## src/rtl/bram_stream_reader_pkg.sv

```systemverilog
// Shared state encoding, default sizes and helpers for the coefficient BRAM stream reader.
package bram_stream_reader_pkg;

    localparam int D_SIZE_DEF  = 52;
    localparam int Q_DEPTH_DEF = 8;

    typedef enum logic [1:0] {
        ST_IDLE = 2'd0,
        ST_RUN  = 2'd1,
        ST_FIN  = 2'd2
    } state_t;

    function automatic int q_size(input int q_depth);
        return 32'sd1 << q_depth;
    endfunction

endpackage

```

## src/rtl/bram_skid_fifo2.sv

```systemverilog
// Two-entry output FIFO holding {last, data}; the head entry is a register that drives the stream directly.
module bram_skid_fifo2 #(
    parameter int W = 53
) (
    input  logic         clk,
    input  logic         rst,
    input  logic         push,
    input  logic [W-1:0] push_data,
    input  logic         pop,
    output logic [W-1:0] head,
    output logic         valid,
    output logic [1:0]   count
);

    logic [W-1:0] head_r;
    logic [W-1:0] tail_r;
    logic [1:0]   count_r;
    logic         valid_r;
    logic [W-1:0] head_next_s;
    logic [W-1:0] tail_next_s;
    logic [1:0]   count_next_s;
    logic         pop_s;

    // Next head/tail/count; the tail only holds data while the head is occupied.
    always_comb begin
        head_next_s  = head_r;
        tail_next_s  = tail_r;
        count_next_s = count_r;
        pop_s        = pop && (count_r != 2'd0);
        case (count_r)
            2'd0: begin
                if (push) begin
                    head_next_s  = push_data;
                    count_next_s = 2'd1;
                end else begin
                    count_next_s = 2'd0;
                end
            end
            2'd1: begin
                if (push && pop_s) begin
                    head_next_s = push_data;
                end else if (push) begin
                    tail_next_s  = push_data;
                    count_next_s = 2'd2;
                end else if (pop_s) begin
                    count_next_s = 2'd0;
                end else begin
                    count_next_s = 2'd1;
                end
            end
            2'd2: begin
                if (push && pop_s) begin
                    head_next_s = tail_r;
                    tail_next_s = push_data;
                end else if (pop_s) begin
                    head_next_s  = tail_r;
                    count_next_s = 2'd1;
                end else begin
                    count_next_s = 2'd2;
                end
            end
            default: begin
                count_next_s = 2'd0;
            end
        endcase
    end

    // Storage and occupancy registers.
    always_ff @(posedge clk) begin
        if (rst) begin
            head_r  <= {W{1'b0}};
            tail_r  <= {W{1'b0}};
            count_r <= 2'd0;
            valid_r <= 1'b0;
        end else begin
            head_r  <= head_next_s;
            tail_r  <= tail_next_s;
            count_r <= count_next_s;
            valid_r <= (count_next_s != 2'd0);
        end
    end

    assign head  = head_r;
    assign valid = valid_r;
    assign count = count_r;

endmodule

```

## src/rtl/bram_stream_reader.sv

```systemverilog
// Walks a contiguous BRAM address range and presents the words as a valid/ready stream,
// issuing reads only when the 2-entry output FIFO has room for the returning data.
module bram_stream_reader
    import bram_stream_reader_pkg::*;
#(
    parameter int D_SIZE  = D_SIZE_DEF,
    parameter int Q_DEPTH = Q_DEPTH_DEF
) (
    input  logic               clk,
    input  logic               rst,
    input  logic               start,
    input  logic [Q_DEPTH-1:0] base_addr,
    input  logic [Q_DEPTH:0]   len,
    output logic               busy,
    output logic               done,
    output logic [Q_DEPTH-1:0] rd_addr,
    input  logic [D_SIZE-1:0]  rd_dout,
    output logic [D_SIZE-1:0]  m_data,
    output logic               m_valid,
    input  logic               m_ready,
    output logic               m_last
);

    localparam int                 Q_SIZE   = q_size(Q_DEPTH);
    localparam logic [Q_DEPTH:0]   LEN_MAX  = (Q_DEPTH+1)'(Q_SIZE);
    localparam logic [Q_DEPTH:0]   CNT_ZERO = (Q_DEPTH+1)'(0);
    localparam logic [Q_DEPTH:0]   CNT_ONE  = (Q_DEPTH+1)'(1);
    localparam logic [Q_DEPTH-1:0] ADDR_ONE = Q_DEPTH'(1);

    state_t             state_r;
    state_t             state_next_s;
    logic [Q_DEPTH-1:0] addr_r;
    logic [Q_DEPTH:0]   len_r;
    logic [Q_DEPTH:0]   issue_cnt_r;
    logic [Q_DEPTH:0]   beat_cnt_r;
    logic               inflight_r;
    logic               inflight_last_r;
    logic               busy_r;
    logic               done_r;

    logic [1:0]         fifo_count_s;
    logic [D_SIZE:0]    fifo_head_s;
    logic               fifo_valid_s;
    logic               pop_s;
    logic               issue_s;
    logic               accept_s;
    logic               last_pop_s;
    logic               fin_pulse_s;
    logic               busy_next_s;
    logic [2:0]         credit_s;

    assign pop_s = fifo_valid_s && m_ready;

    // Next state, read issue against the FIFO credit, and the busy/done pulse sources.
    always_comb begin
        state_next_s = state_r;
        issue_s      = 1'b0;
        accept_s     = 1'b0;
        credit_s     = {1'b0, fifo_count_s} + {2'b00, inflight_r} - {2'b00, pop_s};
        last_pop_s   = pop_s && ((beat_cnt_r + CNT_ONE) == len_r);
        case (state_r)
            ST_IDLE: begin
                if (start) begin
                    accept_s     = 1'b1;
                    state_next_s = (len == CNT_ZERO) ? ST_FIN : ST_RUN;
                end else begin
                    state_next_s = ST_IDLE;
                end
            end
            ST_RUN: begin
                issue_s = (issue_cnt_r < len_r) && (credit_s < 3'd2);
                if (last_pop_s) begin
                    state_next_s = ST_FIN;
                end else begin
                    state_next_s = ST_RUN;
                end
            end
            ST_FIN: begin
                state_next_s = ST_IDLE;
            end
            default: begin
                state_next_s = ST_IDLE;
            end
        endcase
        // A zero-length transfer spends its busy cycle in FIN and pulses done afterwards.
        fin_pulse_s = ((state_r == ST_RUN) && last_pop_s) ||
                      ((state_r == ST_FIN) && (len_r == CNT_ZERO));
        busy_next_s = (state_next_s == ST_RUN) ||
                      ((state_r == ST_IDLE) && (state_next_s == ST_FIN));
    end

    // FSM state and status outputs.
    always_ff @(posedge clk) begin
        if (rst) begin
            state_r <= ST_IDLE;
            busy_r  <= 1'b0;
            done_r  <= 1'b0;
        end else begin
            state_r <= state_next_s;
            busy_r  <= busy_next_s;
            done_r  <= fin_pulse_s;
        end
    end

    // Address walk, transfer counters and the one-deep in-flight read tracker.
    always_ff @(posedge clk) begin
        if (rst) begin
            addr_r          <= {Q_DEPTH{1'b0}};
            len_r           <= CNT_ZERO;
            issue_cnt_r     <= CNT_ZERO;
            beat_cnt_r      <= CNT_ZERO;
            inflight_r      <= 1'b0;
            inflight_last_r <= 1'b0;
        end else begin
            if (accept_s) begin
                addr_r      <= base_addr;
                len_r       <= (len > LEN_MAX) ? LEN_MAX : len;
                issue_cnt_r <= CNT_ZERO;
                beat_cnt_r  <= CNT_ZERO;
            end else begin
                if (issue_s) begin
                    addr_r      <= addr_r + ADDR_ONE;
                    issue_cnt_r <= issue_cnt_r + CNT_ONE;
                end else begin
                    addr_r      <= addr_r;
                    issue_cnt_r <= issue_cnt_r;
                end
                if (pop_s) begin
                    beat_cnt_r <= beat_cnt_r + CNT_ONE;
                end else begin
                    beat_cnt_r <= beat_cnt_r;
                end
            end
            inflight_r      <= issue_s;
            inflight_last_r <= issue_s && ((issue_cnt_r + CNT_ONE) == len_r);
        end
    end

    bram_skid_fifo2 #(
        .W (D_SIZE + 1)
    ) u_fifo (
        .clk       (clk),
        .rst       (rst),
        .push      (inflight_r),
        .push_data ({inflight_last_r, rd_dout}),
        .pop       (pop_s),
        .head      (fifo_head_s),
        .valid     (fifo_valid_s),
        .count     (fifo_count_s)
    );

    assign rd_addr = addr_r;
    assign busy    = busy_r;
    assign done    = done_r;
    assign m_data  = fifo_head_s[D_SIZE-1:0];
    assign m_valid = fifo_valid_s;
    assign m_last  = fifo_valid_s && fifo_head_s[D_SIZE];

endmodule

```

## config.mk

```make
export PLATFORM = sky130hd
export DESIGN_NAME = bram_stream_reader
export DESIGN_NICKNAME = d
export VERILOG_FILES = /design/src/rtl/bram_stream_reader_pkg.sv /design/src/rtl/bram_skid_fifo2.sv /design/src/rtl/bram_stream_reader.sv
export SDC_FILE = /design/constraint.sdc
export NUM_CORES = 1
export LEC_CHECK = 0
export ABC_CLOCK_PERIOD_IN_PS = 3300
export BUFFER_PORTS_ARGS = -buffer_cell sky130_fd_sc_hd__buf_4
export CORE_MARGIN = 2
export CORE_UTILIZATION = 30
export CTS_CLUSTER_DIAMETER = 100
export CTS_CLUSTER_SIZE = 25
export DETAILED_ROUTE_END_ITERATION = 7
export SLEW_MARGIN = 20
export SYNTH_ARGS = -nofsm -noshare
export SYNTH_HDL_FRONTEND = slang
export SYNTH_SLANG_ARGS = --single-unit
```

## constraint.sdc

```tcl
create_clock -name clk -period 3.3 [get_ports clk]
set_input_delay 0.66 -clock clk [delete_from_list [all_inputs] [get_ports clk]]
set_output_delay 0.66 -clock clk [all_outputs]
set_load 0.005 [all_outputs]
```

Yosys cells after proc, flatten, opt, wreduce, memory -nomap -nowiden --
Cells that the tools add are included.
Cells by class: eq/ne operators 14, $add $sub $neg 5, mux-type cells 24, magnitude comparators 3, reductions and logical operators 24
Operator list (number):
- 53-bit two-way mux | 5
- 53-bit case mux with 3 select lines | 1
- 53-bit case mux with 2 select lines | 1
- 9-bit by 1-bit adder with 9-bit output (second input constant) | 2
- 9-bit equality test | 2
- 9-bit zero test | 2
- 8-bit two-way mux | 2
- 2-bit two-way mux | 7
- 1-bit logical AND | 10
- 9-bit > comparator (second input constant) | 1
- 9-bit < comparator | 1
- 9-bit two-way mux | 1
- 8-bit by 1-bit adder with 8-bit output (second input constant) | 1
- 4-bit AND reduction | 2
- 2-bit nonzero test | 4
- 2-bit by 1-bit equality test with 1-bit output (second input constant) | 3
- 2-bit equality test (second input constant) | 3
- 2-bit inequality test (second input constant) | 3
- 2-bit case mux with 3 select lines | 1
- 1-bit two-way mux | 5
- 2-bit zero test | 2
- 2-bit by 1-bit inequality test with 1-bit output (second input constant) | 2
- 2-bit case mux with 2 select lines | 1
- 2-bit by 1-bit adder with 3-bit output | 1
- other kinds (6) | 7
Word-level totals: output and inout port bits 64, word-level logic and storage cells 83, bits in registers 150, input bits 73

Longest topological paths before layout --
depth in word-level cells 8, gate-level depth with buffers 13, mapped depth without buffers 11

Hierarchy --
From an unflattened synthesis, not the netlist that was laid out.
Unflattened totals: cell total of the unflattened synthesis 821, area total of the unflattened synthesis 8111.5 um2
Modules (own cells, without submodules):
- bram_skid_fifo2 | cells each 500, seq. area each 2182.1 um2, instances 1, area each 5499.0 um2
- bram_stream_reader | cells each 321, seq. area each 820.8 um2, instances 1, area each 2612.5 um2

Least setup slack after synthesis --
No wires, ideal clock.
path type input-to-reg, start point in m_ready, end point reg addr_r[0] (netlist: rd_addr[0]), cell stages on the path 11, library setup time 0.079 ns, required time 3.221 ns, buffers on the path 1, slack 0.087 ns, arrival 3.134 ns, path through nand2_1 inv_1 clkbuf_1 ha_1 nand2b_1 fa_1 nand2b_1 a2111oi_4 nand2_2 xor2_1 a211oi_2
On the way: longest elaborated chain between the ends 6
Ends and longest elaborated chain:
- start, declared | line bram_stream_reader.sv:20 | input logic m_ready,
- 1-bit logical AND | line bram_stream_reader.sv:52 | assign pop_s = fifo_valid_s && m_ready;
- named net pop_s | line bram_stream_reader.sv:44 | logic pop_s;
- 3-bit by 1-bit subtractor with 3-bit output | line bram_stream_reader.sv:59 | credit_s = {1'b0, fifo_count_s} + {2'b00, inflight_r} - {2'b00, pop_s};
- 3-bit by 2-bit < comparator with 1-bit output | line bram_stream_reader.sv:71 | issue_s = (issue_cnt_r < len_r) && (credit_s < 3'd2);
- 1-bit logical AND | line bram_stream_reader.sv:71
- 1-bit two-way mux | line bram_stream_reader.sv:61 | case (state_r)
- 2-bit nonzero test (no source line)
- end signal, assigned | line bram_stream_reader.sv:108 | addr_r <= {Q_DEPTH{1'b0}};
- end signal, assigned | line bram_stream_reader.sv:116 | addr_r <= base_addr;
- end signal, assigned | line bram_stream_reader.sv:122 | addr_r <= addr_r + ADDR_ONE;
- end, declared | line bram_stream_reader.sv:32 | logic [Q_DEPTH-1:0] addr_r;
The timed path passes the listed nets, and every way through them passes these cells. A chain may end at the register's enable or synchronous reset.

Worst setup path in the final report --
start point reg u_fifo.count_r[0] (netlist: u_fifo.count[0]), end point reg addr_r[3] (netlist: rd_addr[3])
On the way: longest elaborated chain between the ends 6
Ends and longest elaborated chain:
- start, declared | line bram_skid_fifo2.sv:17 | logic [1:0] count_r;
- start signal, assigned | line bram_skid_fifo2.sv:78 | count_r <= count_next_s;
- 2-bit by 1-bit adder with 3-bit output | line bram_stream_reader.sv:59
- 3-bit by 1-bit subtractor with 3-bit output | line bram_stream_reader.sv:59
- 3-bit by 2-bit < comparator with 1-bit output | line bram_stream_reader.sv:71
- 1-bit logical AND | line bram_stream_reader.sv:71
- 1-bit two-way mux | line bram_stream_reader.sv:61
- 2-bit nonzero test (no source line)
Every way passes these cells.

==> summary.md <==
| Metric | Value |
|---|---|
| Outcome | completed |
| Clock buffer count from CTS | 17 |
| Crit Path Max Fanout | 17 |
| Syn nets | 932 |
| Crit path largest cell delay | around 0.5 ns |
| # fillers | 2476 |
| Number of max-cap violations | 0 |
| GRT busiest layer | met2 |
| Maximum buffer depth of the clock tree | 2 |
| Area grow syn2layout | 20.5% |
| FMAX | around 390 MHz |
| Power per cell area | about 500 nW/um2 |
| Vias in the first global route | 5334 |
| Mapped cell area | 7220 um2 |
| Syn. warnings | 0 |
| CTS sink count | 150 |
| Synth Flop Type | dfxtp_1 |
| Row count | 56 |
| Final net count | a little under 1000 |
| Largest net degree at the start of global routing | roughly 110 |
| WP data arrival | between 2 and 3 ns |
| WP depth | 10 |
| Routed len/inst | between 10 and 15 um |
| Setup ws final | 0.732 ns |
| GR Overflow Total | 0 |
| Initial Util | a little under a third |
| Post-synth ARST share | 0% |
| Met3 usage | between 3 and 4% |
| H-Tree Depth | 4 |
| GRT met1 Usage | between 15 and 20% |
| Max Slew Vio Count | 0 |
| Slew @ Worst Pin | ~1.0 ns |
| Clk_skew | around 0.013 ns |
| Reg area | 3000 um2 |
| CTS Hold Bufs | 0 |
| VDD IR max | about 0.26 mV |
| Slew headroom | roughly 33% |
| Worst path most repeated cell | nand2b_1 |
| Number of top-level pins | between 100 and 150 |
| Worst Setup Start Kind | flip-flop |
| DR vias | 5753 |
| Later-pin clock latency in the skew report | approximately 0.43 ns |
| Leak | approximately 3.6 nW |
| Iter 0 DRT Violations | between 300 and 400 |
| Number of antenna diodes | 0 |
| Tmin final | 2.57 ns |
| Total negative slack | 0 ns |
| Final Wtd Congestion | a little over 0.8 |
| Crit path required time | ~3.6 ns |
| Hold Slack | roughly 0.45 ns |
| R2R cell count | 10 |
| Setup Buffers After CTS | 0 |
| Critical setup path kind | flip-flop to flip-flop |
| Ratio of final minimum period to clock period | between 70 and 80% |
| Distinct cells, synth | between 40 and 50 |
| Post-route ant nets | 0 |
| Crit path cell chain | inv_2 -> ha_1 -> nand2b_1 -> fa_1 -> nand2b_1 -> a2111oi_4 -> buf_12 -> nand3_1 -> xor2_1 -> a211oi_1 |
| Initial antenna violation count | 0 |
| Final Util | a little under two fifths |
| Setup-failing EPs final | 0 |
| Syn_area_per_cell | 8.54 um2 |
| Fraction of layout cells with a size suffix above 1 | 20.9% |
| # resized after CTS | 0 |
| Crit-path slowest cell | fa_1 |
| CTS tree | built |
| Seq/Total Area, Yosys | a little over two fifths |
| Drt total wl | approximately 17000 um |
| Pre-CTS setup slack | between 0.3 and 0.4 ns |
| Root buf cell | clkbuf_16 |
| Final Hold Viols | 0 |
| Grt met2 use | between 20% and 30% |
| Gate Count Post-Synth | 845 |
| Die area | 25300 um2 |
| DRC viols | 0 |
| Area of the multi-input gates | between 3000 and 4000 um2 |
| DRT Pass-1 Iters | 5 |
| FF+latch count, synth | 150 |
| Vias per cell | 4.67 |
| Number of enable flip-flop cells after synthesis | 0 |
| Die W | between 150 and 200 um |
| Clock slew at reported path FFs | approximately 0.070 ns |
| Global-route wire length before repair | between 20000 and 30000 um |
| CP Capture Type | flip-flop |
| Top Family by Delay on Critical Path | adder cells |
| RSZ-0062 raised after global routing | false |
| Hold crit path type | flip-flop to flip-flop |
| Die Y-Extent | between 150 and 200 um |
| # port buffers | around 140 |
| All-Layer GR Usage | 13.5% |
| Core area | 23500 um2 |
| Hold Path Depth | 2 |
| Buf+Inv Stages, Crit Path | 2 |
| DP HPWL | 11100 um |
## worst register-to-register path: stages, from the launching register on
cell and delay, ns:
dfxtp_1 0.36, inv_2 0.09, ha_1 0.28, nand2b_1 0.15, fa_1 0.49, nand2b_1 0.08, a2111oi_4 0.33, buf_12 0.19
nand3_1 0.10, xor2_1 0.15, a211oi_1 0.23
## cell usage after synthesis, types with 2 or more instances
cell type | count | share of area (%)
buf_2 | 18 | 1.2
or3_1 | 3 | 0.26
and2_1 | 2 | 0.17
inv_1 | 14 | 0.73
and3_1 | 10 | 0.87
a21o_1 | 3 | 0.31
dfxtp_1 | 150 | 42
nand3_1 | 27 | 1.9
nor4_1 | 6 | 0.52
o21ai_0 | 4 | 0.28
xnor2_1 | 21 | 2.5
buf_6 | 3 | 0.47
o31ai_1 | 2 | 0.21
nor2_1 | 99 | 5.2
mux2i_1 | 54 | 7.5
nor3b_1 | 9 | 0.94
and4_1 | 2 | 0.24
ha_1 | 13 | 2.3
clkbuf_1 | 29 | 1.5
a211oi_1 | 58 | 6.0
a211oi_2 | 3 | 0.52
o21ai_1 | 2 | 0.14
xor2_1 | 27 | 3.3
buf_4 | 58 | 6.0
a31oi_1 | 3 | 0.26
a21oi_1 | 70 | 4.9
nand2b_1 | 6 | 0.52
nand4_1 | 5 | 0.43
nand2_1 | 125 | 6.5
## placed cells by master, fill, tap and decap left out, types with 9 or more instances in the layout
| cell | n |
|---|---|
| xnor2_1 | 21 |
| xor2_1 | 27 |
| buf_4 | 142 |
| nor3b_1 | 9 |
| nand2_1 | 123 |
| a21oi_1 | 70 |
| ha_1 | 13 |
| dfxtp_1 | 150 |
| clkbuf_16 | 17 |
| and3_1 | 10 |
| nor2_1 | 99 |
| a211oi_1 | 58 |
| inv_1 | 14 |
| mux2i_1 | 54 |
| nand3_1 | 27 |
## final cells by class
class	instances	area share (%)
sequential	150	34.5
timing repair buffer	146	13.2
inverter	15	0.648
clock buffer	17	4.89
clock inverter	15	1.80
tap	319	4.59
multi-input combinational	571	40.3
## stage by stage
stage | cells | power, W | cell area, um2
3_3_place_gp | 1201 | 0.00245 | 8110
2_1_floorplan | 845 | 0.00227 | 7220
3_5_place_dp | 1201 | 0.00245 | 8110
5_1_grt | 1233 | 0.00456 | 8690
6_report | 1233 | 0.00436 | 8690
4_1_cts | 1233 | 0.00443 | 8690
## power breakdown
part	switching, W	leakage (nW)	internal, W	total, W
Combinational	0.000238	2.12	0.000237	0.000475
Sequential	0.0000545	1.22	0.00188	0.00193
Clock	0.000883	0.278	0.00107	0.00195
Total	0.00118	3.61	0.00318	0.00436
## path summary, 6_finish.rpt
check | endpoint | slack, ns | startpoint
max | rd_addr[3]$_SDFFE_PP0P_ | 0.73 | u_fifo.count[0]$_SDFF_PP0_
min | u_fifo.tail_r[49]$_SDFFE_PP0P_ | 0.45 | u_fifo.tail_r[49]$_SDFFE_PP0P_
max reg2reg | rd_addr[3]$_SDFFE_PP0P_ | 0.73 | u_fifo.count[0]$_SDFF_PP0_
min reg2reg | u_fifo.tail_r[49]$_SDFFE_PP0P_ | 0.45 | u_fifo.tail_r[49]$_SDFFE_PP0P_
## flip-flops by register name, summed over array words and instances (netlist names)
register	flops
busy	1
u_fifo.tail_r	53
done	1
inflight_r	1
len_r	9
u_fifo.valid	1
state_r	2
u_fifo.count	2
issue_cnt_r	9
u_fifo.head	53
beat_cnt_r	9
rd_addr	8
inflight_last_r	1
## logic make-up after synthesis
kind of cell,synth area share [%]
simple gates,17.8
compound gates,14.6
flops,41.6
buf+inv,10.1
mux,7.49
xor+xnor,5.83
fa+ha+maj,2.53
## per-layer routing
layer	wire, um	vias up
met3	712	12
met2	7680	115
met5	0	-
met4	138	0
li1	-	2965
met1	8470	2661
Note: power is estimated with default switching activity, not from simulation.
